**src/rtl/mult_share_pkg.sv**
```systemverilog
// Q8.8 constants, requester defaults and the operand-stage record shared by the multiplier arbiter.
// The product helper is the single definition of the rounded, wrapping Q8.8 multiply.
package mult_share_pkg;

    localparam int DATA_W    = 16;
    localparam int FRAC_W    = 8;
    localparam logic signed [31:0] ROUND_BIAS = 32'sh80;
    localparam int N_REQ_DEF = 4;
    localparam int MAX_ID_W  = 3;

    // id is sized for the largest supported requester count; narrower configs zero-extend
    typedef struct packed {
        logic [DATA_W-1:0]   a;
        logic [DATA_W-1:0]   b;
        logic [MAX_ID_W-1:0] id;
    } stage_t;

    function automatic logic [DATA_W-1:0] q88_mul(input logic [DATA_W-1:0] a,
                                                  input logic [DATA_W-1:0] b);
        logic signed [31:0] prod;
        prod = 32'($signed(a)) * 32'($signed(b)) + ROUND_BIAS;
        return DATA_W'(prod >>> FRAC_W);
    endfunction

endpackage

```
**src/rtl/mult_share_arbiter_if.sv**
```systemverilog
// Requester/consumer bundle for the shared multiplier: per-requester valid/ready plus one response channel.
// master = requesters and consumer side, slave = arbiter side.
interface mult_share_arbiter_if #(
    parameter int N_REQ  = 4,
    parameter int DATA_W = 16,
    parameter int ID_W   = 2
);
    logic [N_REQ-1:0]        req_valid;
    logic [N_REQ-1:0]        req_ready;
    logic [N_REQ*DATA_W-1:0] req_a;
    logic [N_REQ*DATA_W-1:0] req_b;
    logic                    rsp_valid;
    logic                    rsp_ready;
    logic [DATA_W-1:0]       rsp_data;
    logic [ID_W-1:0]         rsp_id;
    logic                    busy;
    logic [15:0]             op_count;

    modport master (
        output req_valid, req_a, req_b, rsp_ready,
        input  req_ready, rsp_valid, rsp_data, rsp_id, busy, op_count
    );

    modport slave (
        input  req_valid, req_a, req_b, rsp_ready,
        output req_ready, rsp_valid, rsp_data, rsp_id, busy, op_count
    );
endinterface

```
**src/rtl/mult_share_arbiter_rr_arbiter.sv**
```systemverilog
// Round-robin grant: search starts one past rr_ptr, first active request wins.
// Purely combinational; grant is one-hot or zero.
module rr_arbiter #(
    parameter int N_REQ = 4,
    parameter int ID_W  = $clog2(N_REQ)
) (
    input  logic [N_REQ-1:0] req,
    input  logic [ID_W-1:0]  rr_ptr,
    output logic [N_REQ-1:0] grant,
    output logic [ID_W-1:0]  grant_idx
);
    always_comb begin
        logic            found;
        logic [ID_W-1:0] cand;
        grant     = '0;
        grant_idx = '0;
        found     = 1'b0;
        cand      = '0;
        for (int k = 1; k <= N_REQ; k++) begin
            cand = ID_W'((int'(rr_ptr) + k) % N_REQ);
            if (!found && req[cand]) begin
                found       = 1'b1;
                grant[cand] = 1'b1;
                grant_idx   = cand;
            end
        end
    end
endmodule

```
**src/rtl/multiplier.sv**
```systemverilog
// Combinational Q8.8 signed multiply: (a*b + 0x80) >>> 8, low 16 bits, wraps on overflow.
// Zero latency; no flow control.
module multiplier
    import mult_share_pkg::*;
(
    input  logic [DATA_W-1:0] a,
    input  logic [DATA_W-1:0] b,
    output logic [DATA_W-1:0] p
);
    assign p = q88_mul(a, b);
endmodule

```
**src/rtl/mult_share_arbiter.sv**
```systemverilog
// Shares one Q8.8 multiplier among N_REQ requesters; 2-cycle latency, 1 op/cycle, id-tagged results.
// A stalled response holds both stages; req_ready drops only while s1 is full and cannot advance.
module mult_share_arbiter
    import mult_share_pkg::*;
#(
    parameter int N_REQ = N_REQ_DEF,
    parameter int ID_W  = $clog2(N_REQ)
) (
    input  logic                clk,
    input  logic                rst,
    mult_share_arbiter_if.slave bus
);
    logic [N_REQ-1:0]    grant;
    logic [N_REQ-1:0]    req_ready;
    logic [ID_W-1:0]     grant_idx;
    logic [ID_W-1:0]     rr_ptr;
    logic                adv1, adv2, accept;
    stage_t              s1;
    logic                s1_valid, s2_valid;
    logic [DATA_W-1:0]   s2_data, mul_p;
    logic [MAX_ID_W-1:0] s2_id;
    logic [15:0]         op_count;

    rr_arbiter #(.N_REQ(N_REQ), .ID_W(ID_W)) u_arb (
        .req      (bus.req_valid),
        .rr_ptr   (rr_ptr),
        .grant    (grant),
        .grant_idx(grant_idx)
    );

    multiplier u_mul (
        .a(s1.a),
        .b(s1.b),
        .p(mul_p)
    );

    assign adv2      = !s2_valid || bus.rsp_ready;
    assign adv1      = !s1_valid || adv2;
    assign req_ready = grant & {N_REQ{adv1}};
    assign accept    = |req_ready;

    always_ff @(posedge clk) begin
        if (rst) begin
            s1_valid <= 1'b0;
            s2_valid <= 1'b0;
            s1       <= '0;
            s2_data  <= '0;
            s2_id    <= '0;
            rr_ptr   <= ID_W'(N_REQ - 1);
            op_count <= '0;
        end else begin
            if (adv1) s1_valid <= accept;
            if (accept) begin
                s1.a     <= bus.req_a[int'(grant_idx)*DATA_W +: DATA_W];
                s1.b     <= bus.req_b[int'(grant_idx)*DATA_W +: DATA_W];
                s1.id    <= MAX_ID_W'(grant_idx);
                rr_ptr   <= grant_idx;
                op_count <= op_count + 16'd1;
            end
            // result registers only load real data so they keep the last value while idle
            if (adv2) begin
                s2_valid <= s1_valid;
                if (s1_valid) begin
                    s2_data <= mul_p;
                    s2_id   <= s1.id;
                end
            end
        end
    end

    assign bus.req_ready = req_ready;
    assign bus.rsp_valid = s2_valid;
    assign bus.rsp_data  = s2_data;
    assign bus.rsp_id    = ID_W'(s2_id);
    assign bus.busy      = s1_valid || s2_valid;
    assign bus.op_count  = op_count;
endmodule

```
**src/flat_wrapper.sv**
```systemverilog
// flat-port wrapper written by rule: the top's interface ports become plain ports
module mult_share_arbiter_flat import mult_share_pkg::*;
#(
    parameter int N_REQ = N_REQ_DEF,
    parameter int ID_W  = $clog2(N_REQ)
)
  (clk, rst, bus_req_valid, bus_req_a, bus_req_b, bus_rsp_ready, bus_req_ready, bus_rsp_valid, bus_rsp_data, bus_rsp_id, bus_busy, bus_op_count);
  mult_share_arbiter_if #(.N_REQ(N_REQ), .DATA_W(16), .ID_W(ID_W)) bus_i ();
  input  logic clk;
  input  logic rst;
  input wire logic [$bits(bus_i.req_valid)-1:0] bus_req_valid;
  input wire logic [$bits(bus_i.req_a)-1:0] bus_req_a;
  input wire logic [$bits(bus_i.req_b)-1:0] bus_req_b;
  input wire logic [$bits(bus_i.rsp_ready)-1:0] bus_rsp_ready;
  output wire logic [$bits(bus_i.req_ready)-1:0] bus_req_ready;
  output wire logic [$bits(bus_i.rsp_valid)-1:0] bus_rsp_valid;
  output wire logic [$bits(bus_i.rsp_data)-1:0] bus_rsp_data;
  output wire logic [$bits(bus_i.rsp_id)-1:0] bus_rsp_id;
  output wire logic [$bits(bus_i.busy)-1:0] bus_busy;
  output wire logic [$bits(bus_i.op_count)-1:0] bus_op_count;
  assign bus_i.req_valid = bus_req_valid;
  assign bus_i.req_a = bus_req_a;
  assign bus_i.req_b = bus_req_b;
  assign bus_i.rsp_ready = bus_rsp_ready;
  assign bus_req_ready = bus_i.req_ready;
  assign bus_rsp_valid = bus_i.rsp_valid;
  assign bus_rsp_data = bus_i.rsp_data;
  assign bus_rsp_id = bus_i.rsp_id;
  assign bus_busy = bus_i.busy;
  assign bus_op_count = bus_i.op_count;
  mult_share_arbiter #(.N_REQ(N_REQ), .ID_W(ID_W)) u_core (.clk(clk), .rst(rst), .bus(bus_i));
endmodule
```
**config.mk**
```make
export PLATFORM = sky130hd
export DESIGN_NAME = mult_share_arbiter_flat
export DESIGN_NICKNAME = d
export VERILOG_FILES = /design/src/rtl/mult_share_pkg.sv /design/src/rtl/mult_share_arbiter_if.sv /design/src/rtl/mult_share_arbiter_rr_arbiter.sv /design/src/rtl/multiplier.sv /design/src/rtl/mult_share_arbiter.sv /design/src/flat_wrapper.sv
export SDC_FILE = /design/constraint.sdc
export NUM_CORES = 1
export LEC_CHECK = 0
export ABC_AREA = 1
export BUFFER_PORTS_ARGS = -buffer_cell sky130_fd_sc_hd__clkbuf_2
export CORE_MARGIN = 2
export CORE_UTILIZATION = 56
export CTS_BUF_LIST = sky130_fd_sc_hd__clkbuf_4
export DETAILED_ROUTE_END_ITERATION = 10
export MAX_ROUTING_LAYER = met4
export PLACE_DENSITY = 0.78
export SETUP_SLACK_MARGIN = 0.5
export SKIP_LAST_GASP = 1
export SLEW_MARGIN = 20
export SYNTH_ARGS = -nofsm -noshare
export SYNTH_HDL_FRONTEND = slang
export SYNTH_SLANG_ARGS = --single-unit
```
**constraint.sdc**
```tcl
create_clock -name clk -period 16.6 [get_ports clk]
set_input_delay 2.49 -clock clk [delete_from_list [all_inputs] [get_ports clk]]
set_output_delay 2.49 -clock clk [all_outputs]
set_load 0.005 [all_outputs]
```
==> results.txt, run 1 <==
Number of routed nets with antenna violations: 0
Worst reg-to-reg setup slack: 10510 ps
Finished Cell Area: 14000 um2
Post-CTS Setup Repair Bufs: 0
CTS Sinks: 72
Cell variety after synth: 41
Die Area: 24500 um2
Die X: 157 um
Syn_nets: 2341
Reg2reg end: u_core.bus.rsp_data[13]
Fill count: 2137
Clock slew at reported path FFs: 130 ps
Site Rows: 55
Most numerous cell in the Yosys netlist: nand2_1
YS warnings: 0
Critical Path End Type: primary output
Smallest hold slack: 476 ps
Clock Skew: 37.3 ps
Gr ovfl total: 0
Worst Path Arrival: 3740 ps
Vias in the first global route: 11800
H-tree depth: 3
CTS root buf: clkbuf_4
Syn Inst Count: 1942
Post-DP HPWL: 26800 um
Worst Hold Path Cells: 2
RSZ-0062 raised after global routing: false
Initial Util: 57.4%
Synthesized area per cell: 6.71 um2
M1 wire length: 13500 um
Max-cap viol count: 0
Clock tree buffer depth: 2
Area grow syn2layout: 7.28%
Total GRT Usage: 29.6%
Largest cells by area after synthesis: fa_1, nand2_1, inv_1, dfxtp_1, ha_1
Share of cells above drive strength 1: 10.6%
Nets: 2437
First DRT Iteration DRCs: 700
Setup Crit Path Kind: primary input to primary output
Initial antenna violation count: 4
Max Freq: 161 MHz
Placed cells: 2312
Seq cells post-synth: 72
DR pass1 iterations: 5
Mapped Area: 13000 um2
PostCTS Resize Cnt: 0
Main flop type after synthesis: dfxtp_1
CTS Hold Bufs: 0
Max-slew violation count: 0
Number of CTS-inserted buffers: 9
Seq/Total Area, Yosys: 11.1%
Ys async rst share: 0%
Global-route wire length before repair: 55700 um
Drt via density: 5.05
Setup TNS: 0 ps
Met2 Wirelength: 16400 um
Status: completed
Post-layout min period: 6230 ps
Top cell type's share of synthesized area: 28.7%
Synth area leader: fa_1
Reg2reg start: u_core.s1[5]
Crit. Startpoint: bus_req_valid[2]
Relative max-transition margin: 38.4%
Hold Crit Class: flop to flop
Critical Path Start Type: primary input
Via count: 11800
DRC violations left: 0
Final worst-path cycle share: 37.5%
Routability Congestion: 0.923
R2R cell count: 18
Top routing layer in use: met4
CP Capture Point: bus_req_ready[1]
Core area: 22700 um2
Number of flops mapped to enable cells by yosys: 0
Met3 Routed Length: 2260 um
IO Port Bufs: 174
Final Hold Fails: 0
Post-DR wirelength/cell: 14.2 um
Worst-Skew Late Latency: 480 ps
CTS tree: built
Worst-Margin Slew: 923 ps
Pin count of the biggest net entering global routing: 102
DP Area: 13800 um2
Final Non-Filler Cells: 2333
IO Pins: 175
Die height: 157 um
Crit path required time: 14110 ps
Worst-path maximum fanout: 11
Synth top cells by count: nand2_1, inv_1, fa_1
DRT Wirelength: 33200 um
# setup viols final: 0
==> layout make-up <==
cell class	instances	area (um2)	share of cell area, %
multi-input cells	1274	9240	66.1
repair buffers	178	901	6.44
clock inverters	6	67.6	0.483
flip-flops and latches	72	1440	10.3
inverters	503	1890	13.5
diodes	5	12.5	0.0895
well taps	285	357	2.55
clock buffers	10	75.1	0.537
==> routing by layer <==
metal / global-route usage [%] / vias to the layer above
met5: - / -
met4: 9.92 / 0
met3: 3.52 / 72
met2: 50.8 / 438
met1: 36.5 / 5425
li1: - / 5836
==> stage by stage <==
stage / utilization, % / setup WS (ps)
floorplan: - / 10790
global placement: 60.9 / 10480
detailed placement: 60.9 / 10390
CTS: 61.5 / 10380
global route: 61.5 / 10200
finish: 61.6 / 10370
==> critical path, cell delays in order <==
cell and delay [ps]:
clkbuf_2 90, inv_1 50, nand2_1 90, nand3_4 150, nand2_4 80, nor2_4 260, nand3_1 140, nand3_1 140
nand2_1 90, inv_1 60, clkbuf_2 100
==> cell families (layout without fill, tap and decap cells) <==
group	Yosys count	in the layout	synth area share, %
flops	72	72	11.1
xor+xnor	27	27	1.81
compound gates	128	128	5.88
other cells	0	5	0
simple gates	855	855	27.0
fa+ha+maj	264	264	36.1
buf+inv	596	697	18.1
==> flip-flops by register name, summed over array words and instances (netlist names) <==
name	count
u_core.s1	34
u_core.bus.rsp_valid	1
u_core.bus.rsp_data	16
u_core.rr_ptr	2
u_core.s1_valid	1
u_core.bus.op_count	16
u_core.s2_id	2
==> layout by cell type, fill, tap and decap left out, types with 5 or more instances in the layout <==
cell / instances
clkbuf_4: 10
nor3_1: 11
xor2_1: 16
a21oi_1: 52
diode_2: 5
nand2_1: 594
xnor2_1: 11
inv_2: 5
nand2_2: 6
ha_1: 77
nand3b_1: 9
or2_1: 9
nand4_1: 12
nor2_1: 112
o211ai_1: 31
nand3_1: 87
fa_1: 187
nor4_1: 5
o21ai_0: 25
inv_1: 496
clkbuf_2: 174
a21o_1: 6
dfxtp_1: 72
==> worst min path at each step <==
stage                              end          from  slack, ps
after global placement    u_core.s1[0]  u_core.s1[0]        450
final                     u_core.s1[1]  u_core.s1[1]        480
after floorplan           u_core.s1[0]  u_core.s1[0]        440
after global routing      u_core.s1[1]  u_core.s1[1]        510
after CTS                 u_core.s1[1]  u_core.s1[1]        480
after detailed placement  u_core.s1[1]  u_core.s1[1]        460
Power of run 1 is not shown: default switching activity piles up to over one toggle a cycle in this logic, so the estimate is an artifact.
==> run 2: changes to the inputs <==
Settings changed: PLACE_DENSITY 0.78 to 0.81.
Clock period 16.6 ns to 5.5 ns, I/O delays scaled along.
==> results.txt, run 2 (synthesis results as in run 1) <==
Slowest CP cell: fa_1
Initial Util: 57.4% (unchanged)
CTS tree: built
First DRT Iteration DRCs: 841 (+20%)
Setup Crit Path Kind: flop to flop
Worst-Skew Late Latency: 500 ps (+20 ps)
Final worst-path cycle share: 97.7%
Die Area: 24500 um2 (unchanged)
CP dominant cell by count: fa_1
CP bufs+invs: 7 (+3)
IO Port Bufs: 174 (unchanged)
Clock slew at reported path FFs: 180 ps (+50 ps)
Clock Skew: 47.6 ps (+10.3 ps)
Final core utilization: 70.9% (+9.3 points)
CTS Hold Bufs: 0 (unchanged)
Routability Congestion: 0.983 (+6.5%)
Leading cell type in the layout, fill and taps excluded: nand2_1
Hold Crit Class: flop to flop
Nets: 2585 (+6.1%)
Worst-path maximum fanout: 13 (+2)
Worst-Margin Slew: 940 ps (+17.6 ps)
Max Freq: 186 MHz
Gr ovfl total: 0 (unchanged)
RSZ-0062 raised after global routing: true
Area grow syn2layout: 23.5%
Initial antenna violation count: 2 (-2)
Number of CTS-inserted buffers: 9 (unchanged)
Kind of cell adding the most delay to the critical path: adder cells
CTS Sinks: 72 (unchanged)
Global-route wire length before repair: 60300 um (+8.2%)
Final worst setup slack: 126 ps (-10250 ps)
Max stage delay on crit path: 550 ps (+290 ps)
Die height: 157 um (unchanged)
Post-layout min period: 5370 ps
Critical Path Start Type: flop
DRC violations left: 2 (+2)
DP Area: 14800 um2 (+7.4%)
Pin count of the biggest net entering global routing: 68 (-33%)
Top reg by flops: u_core.s1
Worst Path Arrival: 5800 ps (+2060 ps)
Post-DP HPWL: 30000 um (+12%)
Share of cells above drive strength 1: 24.5% (+14 points)
Number of routed nets with antenna violations: 0 (unchanged)
DR pass1 iterations: 9 (+4)
Max-cap viol count: 0 (unchanged)
Vias in the first global route: 12800 (+8.6%)
Most frequent cells in the layout: nand2_1, inv_1, clkbuf_2, fa_1, buf_4
# setup viols final: 0 (unchanged)
Crit path required time: 5930 ps (-8180 ps)
CTS root buf: clkbuf_4
Clock tree buffer depth: 2 (unchanged)
H-tree depth: 3 (unchanged)
Via count: 12800 (+9.1%)
Core area: 22700 um2 (unchanged)
Total GRT Usage: 31.9% (+2.3 points)
Site Rows: 55 (unchanged)
DRT Wirelength: 38400 um (+15%)
Critical Path End Type: flop
Die X: 157 um (unchanged)
Finished Cell Area: 16100 um2 (+15%)
Fill count: 1729 (-19%)
Post-DR wirelength/cell: 15.5 um (+8.8%)
Status: finished, violations left
Drt via density: 5.19 (+2.8%)
Final Hold Fails: 0 (unchanged)
Relative max-transition margin: 36.9% (-1.5 points)
Failing checks: design-rule violations
Largest register FFs: 34 (unchanged)
IO Pins: 175 (unchanged)
Max-slew violation count: 0 (unchanged)
DP Worst Slack: -166 ps (-10560 ps)
## run 2: cell types whose count changed in the layout (fill, tap and decap cells not counted), sizes merged
cell and delta:
buf +146, diode -4, bufinv +1, clkbuf +1, clkinvlp -1, inv +1
## run 2: area by class of cell
| class | instances | area [um2] | share of cell area, % |
|---|---|---|---|
| clock inverters | 7 | 103 | 0.637 |
| diodes | 1 | 2.50 | 0.0155 |
| clock buffers | 9 | 67.6 | 0.420 |
| multi-input cells | 1274 | 9880 | 61.4 |
| flip-flops and latches | 72 | 1520 | 9.45 |
| repair buffers | 326 | 2270 | 14.1 |
| inverters | 503 | 1890 | 11.7 |
| well taps | 285 | 357 | 2.22 |
## run 2: worst reg2reg max path: cells and delay by family, from the launching register on
kind                       cells  cell delay, ps
adders and majority gates      7            3300
and+or+nand+nor                8             650
buffers and inverters          7             590
DFF                            1             380
AOI/OAI and AO/OA              3             380
## run 2: what timing repair did
action | CTS | global route
buffers inserted | 28 | 21
gates resized for setup | 112 | 104
endpoints found under the setup margin | 16 | 15
pin swaps | 53 | 61
cloned | 0 | 2
## run 2: path summary, 6_finish.rpt
check,startpoint,end,slack (ps),depth (start not counted)
hold reg to reg,u_core.s1[1],u_core.s1[1],480,2
hold / removal,u_core.s1[1],u_core.s1[1],480,2
setup / recovery,u_core.s1[15],u_core.bus.rsp_data[15],130,25
setup reg to reg,u_core.s1[15],u_core.bus.rsp_data[15],130,25
## run 2: per-layer routing
| layer | global-route usage (%) | routed length (um) | part of all wire (%) |
|---|---|---|---|
| met1 | 38.8 | 14900 | 39 |
| met2 | 54.8 | 18900 | 49 |
| met3 | 4.10 | 3070 | 8.0 |
| met4 | 11.5 | 1520 | 4.0 |
| met5 | - | 0 | 0 |
## run 2: per-stage QoR
stage / instances / setup TNS (ps) / hold slack, ps
floorplan: 1942 / 0 / 440
global placement: 2409 / -228 / 451
detailed placement: 2409 / -511 / 457
CTS: 2453 / 0 / 476
global route: 2477 / -273 / 506
finish: 2477 / 0 / 479
Power of run 2 is left out for the same reason.
